<file path="config.mk">
export PLATFORM = sky130hd
export DESIGN_NAME = iomem_router
export DESIGN_NICKNAME = d
export VERILOG_FILES = /design/src/rtl/iomem_pkg.sv /design/src/rtl/iomem_watchdog.sv /design/src/rtl/iomem_router.sv
export SDC_FILE = /design/constraint.sdc
export NUM_CORES = 1
export LEC_CHECK = 0
export CAP_MARGIN = 30
export CORE_AREA = 2 2 120 122
export CTS_BUF_LIST = sky130_fd_sc_hd__clkbuf_16
export DETAILED_ROUTE_END_ITERATION = 8
export DIE_AREA = 0 0 122 124
export HOLD_SLACK_MARGIN = 0.02
export PLACE_DENSITY = 0.77
export REMOVE_ABC_BUFFERS = 1
export SLEW_MARGIN = 30
export SYNTH_ARGS = -nofsm -noshare
export SYNTH_HDL_FRONTEND = slang
export SYNTH_SLANG_ARGS = --single-unit
export TNS_END_PERCENT = 20
</file>
<file path="constraint.sdc">
create_clock -name clk -period 1.5 [get_ports clk]
set_input_delay 0.3 -clock clk [delete_from_list [all_inputs] [get_ports clk]]
set_output_delay 0.3 -clock clk [all_outputs]
set_load 0.005 [all_outputs]
</file>
<file path="src/rtl/iomem_pkg.sv">
// Shared types and constants for the PicoSoC iomem router.
package iomem_pkg;

   typedef enum logic [1:0] {
      IDLE = 2'd0,
      WAIT = 2'd1,
      RESP = 2'd2
   } state_t;

   localparam logic [7:0]  IOMEM_PAGE_DEFAULT = 8'h03;
   localparam logic [31:0] IOMEM_ERR_DATA     = 32'hDEAD_BEEF;
   localparam int unsigned SLOT_MSB           = 23;
   localparam int unsigned SLOT_LSB           = 20;

endpackage

</file>
<file path="src/rtl/iomem_watchdog.sv">
// WAIT-state timeout counter; only instantiated when IOMEM_TIMEOUT_EN is defined.
module iomem_watchdog #(
   parameter int unsigned TIMEOUT_CYCLES = 255
) (
   input  logic clk,
   input  logic resetn,
   input  logic load,
   input  logic enable,
   output logic expired
);

   localparam int unsigned W = $clog2(TIMEOUT_CYCLES + 1);

   logic [W-1:0] cnt;

   // Loaded with TIMEOUT_CYCLES-1 so expiry is seen during the last allowed WAIT cycle.
   always_ff @(posedge clk or negedge resetn) begin
      if (!resetn) begin
         cnt <= '0;
      end else if (load) begin
         cnt <= W'(TIMEOUT_CYCLES - 1);
      end else if (enable && (cnt != '0)) begin
         cnt <= cnt - W'(1);
      end
   end

   assign expired = enable && (cnt == '0);

endmodule

</file>
<file path="src/rtl/iomem_router.sv">
// Routes iomem page ADDR_PAGE to NUM_SLAVES peripheral slots, one transaction at a time.
// Optional timeout/error reporting is enabled with the IOMEM_TIMEOUT_EN macro.
module iomem_router
   import iomem_pkg::*;
#(
   parameter int unsigned NUM_SLAVES     = 4,
   parameter logic [7:0]  ADDR_PAGE      = IOMEM_PAGE_DEFAULT,
   parameter int unsigned TIMEOUT_CYCLES = 255
) (
   input  logic                     clk,
   input  logic                     resetn,
   input  logic                     iomem_valid,
   output logic                     iomem_ready,
   input  logic [3:0]               iomem_wstrb,
   input  logic [31:0]              iomem_addr,
   input  logic [31:0]              iomem_wdata,
   output logic [31:0]              iomem_rdata,
   output logic [NUM_SLAVES-1:0]    s_valid,
   output logic [3:0]               s_wstrb,
   output logic [19:0]              s_addr,
   output logic [31:0]              s_wdata,
   input  logic [NUM_SLAVES-1:0]    s_ready,
   input  logic [32*NUM_SLAVES-1:0] s_rdata,
   output logic                     err_pulse
);

   if (NUM_SLAVES < 1 || NUM_SLAVES > 16) begin : g_bad_slaves
      $error("iomem_router: NUM_SLAVES must be 1..16");
   end
   if (TIMEOUT_CYCLES < 1 || TIMEOUT_CYCLES > 65535) begin : g_bad_timeout
      $error("iomem_router: TIMEOUT_CYCLES must be 1..65535");
   end

   state_t                 state;
   logic [3:0]             slot_q;
   logic                   err_q;
   logic [3:0]             req_slot;
   logic                   req_hit;
   logic                   req_mapped;
   logic [NUM_SLAVES-1:0]  req_onehot;
   logic                   sel_ready;
   logic [31:0]            sel_rdata;
   logic                   wd_expired;

   assign req_slot   = iomem_addr[SLOT_MSB:SLOT_LSB];
   assign req_hit    = iomem_valid && !iomem_ready && (iomem_addr[31:24] == ADDR_PAGE);
   assign req_mapped = ({28'd0, req_slot} < NUM_SLAVES);

   // Slot muxing by comparison keeps indexing in range for any NUM_SLAVES.
   always_comb begin
      sel_ready  = 1'b0;
      sel_rdata  = '0;
      req_onehot = '0;
      for (int unsigned k = 0; k < NUM_SLAVES; k++) begin
         if (slot_q == 4'(k)) begin
            sel_ready = s_ready[k];
            sel_rdata = s_rdata[32*k +: 32];
         end
         if (req_slot == 4'(k)) begin
            req_onehot[k] = 1'b1;
         end
      end
   end

`ifdef IOMEM_TIMEOUT_EN
   localparam bit ERR_EN = 1'b1;
   logic wd_load;
   assign wd_load = (state == IDLE) && req_hit && req_mapped;

   iomem_watchdog #(
      .TIMEOUT_CYCLES(TIMEOUT_CYCLES)
   ) u_watchdog (
      .clk     (clk),
      .resetn  (resetn),
      .load    (wd_load),
      .enable  (state == WAIT),
      .expired (wd_expired)
   );
`else
   localparam bit ERR_EN = 1'b0;
   assign wd_expired = 1'b0;
`endif

   always_ff @(posedge clk or negedge resetn) begin
      if (!resetn) begin
         state       <= IDLE;
         iomem_ready <= 1'b0;
         iomem_rdata <= '0;
         s_valid     <= '0;
         s_wstrb     <= '0;
         s_addr      <= '0;
         s_wdata     <= '0;
         slot_q      <= '0;
         err_q       <= 1'b0;
      end else begin
         iomem_ready <= 1'b0;
         iomem_rdata <= '0;
         err_q       <= 1'b0;
         case (state)
            IDLE: begin
               if (req_hit) begin
                  s_wstrb <= iomem_wstrb;
                  s_addr  <= iomem_addr[19:0];
                  s_wdata <= iomem_wdata;
                  slot_q  <= req_slot;
                  if (req_mapped) begin
                     s_valid <= req_onehot;
                     state   <= WAIT;
                  end else begin
                     iomem_ready <= 1'b1;
                     err_q       <= ERR_EN;
                     state       <= RESP;
                  end
               end
            end
            WAIT: begin
               // Response is registered on the way into RESP, so RESP is the ready cycle.
               if (sel_ready) begin
                  s_valid     <= '0;
                  iomem_ready <= 1'b1;
                  iomem_rdata <= sel_rdata;
                  state       <= RESP;
               end else if (wd_expired) begin
                  s_valid     <= '0;
                  iomem_ready <= 1'b1;
                  iomem_rdata <= IOMEM_ERR_DATA;
                  err_q       <= ERR_EN;
                  state       <= RESP;
               end
            end
            RESP: begin
               state <= IDLE;
            end
            default: begin
               state <= IDLE;
            end
         endcase
      end
   end

   assign err_pulse = err_q;

endmodule

</file>
==> results of run 1 <==
-- registers in the layout, summed over array words and instances, names as in the netlist --
name         flops
s_valid          4
s_wdata         32
s_wstrb          4
s_addr          20
iomem_ready      1
iomem_rdata     32
slot_q           4
state            2
-- repair_timing --
action	in CTS	in global routing
hold buffers	1	0
endpoints found under the setup margin	184	105
resized for setup	98	39
buffers inserted	8	4
hold endpoints to repair	24	0
pin swaps	26	20
cloned	2	4
-- placed cells by master (no fill, tap or decap), types with 9 or more instances in the layout --
master,instances
clkdlybuf4s50_1,201
buf_4,32
a221oi_1,10
buf_6,9
mux2i_1,28
a211oi_1,13
mux2_1,58
a211oi_2,19
a221oi_2,15
clkbuf_16,11
dfrtp_1,98
dlygate4sd2_1,86
-- critical path, cell delays in order, from the launching register on --
cell and delay [ns]:
dfrtp_1 0.38, or3_4 0.44, nor2_4 0.15, buf_12 0.16, clkbuf_16 0.16, a221oi_2 0.05, a211oi_1 0.22
-- cell families (layout without fill, tap and decap cells) --
family	Yosys count	after routing	synth area share, %
AO/OA/AOI/OAI	77	77	15.6
buffers and inverters	28	365	3.45
flip-flops	99	99	55.5
other	1	1	0.0841
multiplexers	89	89	21.7
AND/OR/NAND/NOR	23	23	3.67
-- report_power, final --
| group | internal (mW) | switching (mW) |
|---|---|---|
| clock network | 1.14 | 1.04 |
| registers | 2.74 | 0.0394 |
| logic | 0.896 | 0.522 |
| total | 4.78 | 1.60 |
-- how the worst max path moves through the flow --
stage | to | cells after the start
4_1_cts | iomem_rdata[11] | 7
3_3_place_gp | s_addr[9] | 5
5_1_grt | iomem_rdata[12] | 6
6_report | iomem_rdata[12] | 6
2_1_floorplan | s_valid[0] | 4
3_5_place_dp | s_wdata[22] | 5
-- cell type report --
class / count / area, um2 / area share [%]
Inverter: 1 / 3.75 / 0.0444
Tap cell: 180 / 225 / 2.66
Sequential cell: 99 / 2480 / 29.3
Multi-Input combinational cell: 190 / 2040 / 24.1
Clock buffer: 9 / 225 / 2.66
Clock inverter: 7 / 51.3 / 0.607
Timing Repair Buffer: 348 / 3430 / 40.6
-- through the flow --
step | power (mW) | util [%]
after floorplan | 3.15 | -
after global placement | 4.06 | 57.3
after detailed placement | 4.09 | 57.3
after CTS | 6.30 | 59.9
after global routing | 6.67 | 61.6
final | 6.38 | 61.6
-- metal layers --
layer,routed length (um),share of wire (%),up-vias,GRT usage (%)
met3,1390,8.6,25,5.82
met5,0,0,-,0
met1,6230,38,2025,22.8
met4,376,2.3,0,8.69
met2,8230,51,210,36.3
li1,-,-,1889,-
==> results.yml, run 1 <==
final_layout:
  design_area_um2: 8460
  drive_above_1_share_pct: 18.7
  instances_no_fill: 834
  syn_to_final_growth_pct: 89.6
  final_nets: 852
  n_antenna_cell: 0
  nFillCells: 1135
job:
  maxCapViolations: 0
sta:
  skew_ns: 0.0114
  max_freq_ghz: 0.599
  rsz0062_at_grt: "yes"
  setup_violations: 98
  setup_tns_ns: -9.20
  maxSlewViolCount: 0
  whs_ns: 0.436
  setup_ws_ns: -0.171
  final_hold_viol_count: 0
  post-route-period-util_pct: 111
  post-route-min-period_ns: 1.67
cts:
  cts_inserted_buffers: 9
  cts.sinks: 99
  clk_latency_ns: 0.35
  cts_tree: "yes"
  cts_root_buf: "clkbuf_16"
  htreeDepth: 3
  path_clk_slew_ns: 0.08
  cts_max_path_buffers: 2
critical_path:
  rrSetupSlack_ns: -0.17
  worstSetupPathType: "flip-flop to flip-flop"
  r2r-end: "iomem_rdata[12]"
  critical_path.startpoint: "slot_q[2]"
  worstPathRequired_ns: 1.75
  reg2reg_from: "slot_q[2]"
  cp_max_fo: 8
  cp.arrival_ns: 1.92
  cp-start-kind: "flip-flop"
  r2r.worst_path.cells: 6
  cp-end-kind: "flip-flop"
min_path:
  min_path_type: "input port to asynchronous set/reset pin"
detailed_routing:
  wl_per_cell_um: 19.5
  vias_per_cell: 4.97
  drc: 0
  drtIter0Drc: 166
  ant_nets: 0
  dr.pass1.iters: 4
  num_vias: 4149
  wl_mm: 16.2
floorplanning:
  design.die.area_um2: 15100
  die_w_um: 122
  rows: 43
  io_pins: 297
  fp.dieH_um: 124
  core_um2: 13700
  start_util_pct: 32.5
power:
  vdd_drop_max_uv: 480
  power_leakage_nw: 4.17
  powerDensity_nw_per_um2: 754
global_routing:
  grt_max_degree: 63
  grt_pass1_wl_mm: 23.2
  grt_overflow: 0
  antenna_found_initial: 0
  globalRouteTotalUtil_pct: 20.4
  grt_pass1_vias: 4342
logic_synthesis:
  ys_types: 31
  synth_top_cells_by_count: "dfrtp_1, mux2_1, mux2i_1"
  synth_seq_area_share_pct: 55.5
  netlist_area_um2: 4460
  ys.flop_type: "dfrtp_1"
  synth_top_area_share_pct: 55.5
  synth_edf_count: 0
  yosysTopAreaCell: "dfrtp_1"
  synthTopCellsByArea: "dfrtp_1, mux2_1, mux2i_1, a221oi_1, a211oi_2"
  synth_most_common_cell: "dfrtp_1"
  synth_warnings: 0
  synth_cells: 317
  ys_ff_latch: 99
  async_flop_share_pct: 100
  synth.avg_cell_area_um2: 14.1
placement:
  pre_cts_ws_ns: -0.470
  dpl_cell_area_um2: 7860
  portBuffers: 295
  place_inst: 803
  gp_congestion: 0.808
  place_hpwl_mm: 12.2
status:
  violations: "negative setup slack"
  status: "complete, but fails checks"
Power figures use the tool's default switching activity.
==> run 2, diff against run 1 <==
--- a/config.mk
+++ b/config.mk
@@ -10,7 +10,7 @@
 export CTS_BUF_LIST = sky130_fd_sc_hd__clkbuf_16
 export DETAILED_ROUTE_END_ITERATION = 8
 export DIE_AREA = 0 0 122 124
-export HOLD_SLACK_MARGIN = 0.02
+export HOLD_SLACK_MARGIN = 0.08
 export PLACE_DENSITY = 0.77
 export REMOVE_ABC_BUFFERS = 1
 export SLEW_MARGIN = 30
==> results of run 2 <==
No change in the layout: final DEF, timing and power equal those of run 1.
==> run 3, diff against run 2 <==
--- a/config.mk
+++ b/config.mk
@@ -6,15 +6,16 @@
 export NUM_CORES = 1
 export LEC_CHECK = 0
 export CAP_MARGIN = 30
-export CORE_AREA = 2 2 120 122
+export CORE_AREA = 2 2 116 118
 export CTS_BUF_LIST = sky130_fd_sc_hd__clkbuf_16
 export DETAILED_ROUTE_END_ITERATION = 8
-export DIE_AREA = 0 0 122 124
+export DIE_AREA = 0 0 118 120
+export DONT_BUFFER_PORTS = 1
 export HOLD_SLACK_MARGIN = 0.08
-export PLACE_DENSITY = 0.77
 export REMOVE_ABC_BUFFERS = 1
 export SLEW_MARGIN = 30
 export SYNTH_ARGS = -nofsm -noshare
 export SYNTH_HDL_FRONTEND = slang
+export SYNTH_HIERARCHICAL = 1
 export SYNTH_SLANG_ARGS = --single-unit
 export TNS_END_PERCENT = 20
==> results.yml, run 3 <==
critical_path:
  critPathSlowestCell: "or3_4"
  worstSetupPathType: "flip-flop to flip-flop"
  cp-start-kind: "flip-flop"
  cpPeakStageDelay_ns: 0.44
  cp-end-kind: "flip-flop"
  worstPathRequired_ns: 1.74
  cp.arrival_ns: 1.90
  cp_max_fo: 6
  path_cells: "or3_4, nor2_4, buf_12, buf_4, a221oi_1, a211oi_1"
logic_synthesis:
  ys.flop_type: "dfrtp_1"
  synthTopCellsByArea: "dfrtp_1, mux2_1, mux2i_1, a221oi_1, a211oi_2"
  synth_cells: 317
  synth_seq_area_share_pct: 55.5
  synth_warnings: 6
  synth_top_cells_by_count: "dfrtp_1, mux2_1, mux2i_1"
  synth_edf_count: 0
  synth_top_area_share_pct: 55.5
  netlist_area_um2: 4460
  async_flop_share_pct: 100
  ys_ff_latch: 99
  synth_most_common_cell: "dfrtp_1"
  yosysTopAreaCell: "dfrtp_1"
  ys_types: 31
  synth.avg_cell_area_um2: 14.1
detailed_routing:
  ant_nets: 0
  vias_per_cell: 5.67
  drtIter0Drc: 195
  dr.pass1.iters: 4
  num_vias: 3056
  wl_per_cell_um: 25.2
  drc: 0
  wl_mm: 13.6
sta:
  setup_violations: 95
  post-route-period-util_pct: 111
  setup_ws_ns: -0.163
  rsz0062_at_grt: "yes"
  final_hold_viol_count: 99
  max_freq_ghz: 0.601
  post-route-min-period_ns: 1.66
  maxSlewViolCount: 0
  whs_ns: -0.350
  skew_ns: 0.00777
placement:
  gp_congestion: 0.784
  portBuffers: 0
  place_inst: 488
  place_hpwl_mm: 9.44
  pre_cts_ws_ns: -0.171
status:
  violations: "negative hold slack, negative setup slack"
  status: "complete, but fails checks"
final_layout:
  largest_registers: "iomem_rdata: 32 flops, s_wdata: 32 flops, s_addr: 20 flops"
  final_nets: 561
  ff_latch_area_um2: 2480
  fin_util_pct: 44.4
  mostFrequentLayoutCells: "dfrtp_1, mux2_4, mux2i_1"
  drive_above_1_share_pct: 35.4
  instances_no_fill: 539
  nFillCells: 1160
  multiInputGateArea_um2: 2110
  final_common_cell: "dfrtp_1"
  syn_to_final_growth_pct: 29.2
cts:
  htreeDepth: 3
  path_clk_slew_ns: 0.07
  cts_max_path_buffers: 2
  clk_latency_ns: 0.34
  cts_root_buf: "clkbuf_16"
  cts_inserted_buffers: 9
  cts_tree: "yes"
  cts.sinks: 99
power:
  vdd_drop_max_uv: 429
  power_leakage_nw: 2.61
  powerDensity_nw_per_um2: 964
  power.total_mw: 5.55
global_routing:
  antenna_found_initial: 1
  grt_pass1_wl_mm: 19.1
  grt_max_degree: 100
  grt_pass1_vias: 3185
  grt_overflow: 0
  globalRouteTotalUtil_pct: 18.1
floorplanning:
  rows: 42
  start_util_pct: 34.4
  design.die.area_um2: 14200
  core_um2: 13000
  die_w_um: 118
  io_pins: 297
  fp.dieH_um: 120
job:
  maxCapViolations: 0
min_path:
  min_path_type: "input port to asynchronous set/reset pin"
==> run 3: cell counts after synthesis <==
Identical to the previous run, type by type.
==> run 3: through the flow <==
stage	instance area, um2	setup TNS [ns]
after floorplan	4310	-188.49
after global placement	4800	-6.31
after detailed placement	4800	-10.71
after CTS	5410	-9.50
after global routing	5760	-16.18
final	5760	-8.01
==> run 3: final timing paths <==
path,endpoint,depth (start not counted),start,slack (ns)
setup / recovery,iomem_rdata[9],6,slot_q[1],-0.16
hold / removal,s_wdata[19],0,resetn,-0.35
setup reg to reg,iomem_rdata[9],6,slot_q[1],-0.16
hold reg to reg,s_wdata[11],1,s_wdata[11],0.52
max in group asynchronous,slot_q[0],0,resetn,1.71
min in group clk,s_wdata[18],1,iomem_wdata[18],0.10
==> run 3: repair_timing <==
| item | 4_1_cts | 5_1_grt |
|---|---|---|
| hold endpoints to repair | 115 | 109 |
| pin swaps | 9 | 24 |
| buffers inserted | 5 | 2 |
| gates resized for setup | 23 | 53 |
| hold buffers | 16 | 10 |
| setup endpoints to repair | 98 | 99 |
| cloned | 2 | 4 |
==> run 3: cell type report <==
type | count | share of cell area [%]
Tap cell | 176 | 3.82
Antenna cell | 1 | 0.0434
Clock buffer | 9 | 3.91
Inverter | 1 | 0.0651
Sequential cell | 99 | 43.0
Timing Repair Buffer | 57 | 11.9
Multi-Input combinational cell | 190 | 36.6
Clock inverter | 6 | 0.630
==> run 3: cell families (layout without fill, tap and decap cells) <==
kind of cell / count (synthesis) / after routing / share of synthesized area [%]
flip-flops: 99 / 99 / 55.5
multiplexers: 89 / 89 / 21.7
AO/OA/AOI/OAI: 77 / 77 / 15.6
buffers and inverters: 28 / 73 / 3.45
AND/OR/NAND/NOR: 23 / 23 / 3.67
other: 1 / 2 / 0.0841
==> run 3: where the power goes <==
part / leakage (nW) / switching [mW] / internal [mW] / total (mW)
clock: 0.130 / 0.966 / 1.10 / 2.07
combinational: 1.11 / 0.292 / 0.378 / 0.670
sequential: 1.37 / 0.0694 / 2.75 / 2.82
==> run 3: worst max-delay path: cells and delay by family (launching register included) <==
family | cells | cell delay [ns]
DFF | 1 | 0.38
AOI/OAI and AO/OA | 2 | 0.33
and+or+nand+nor | 2 | 0.58
buffers and inverters | 2 | 0.28
==> run 3: metal layers <==
layer	vias up	global-route usage [%]	share of wire [%]
li1	1300	-	-
met4	0	6.55	1.8
met3	15	8.89	11
met2	192	32.2	52
met5	-	0	0
met1	1549	18.5	35
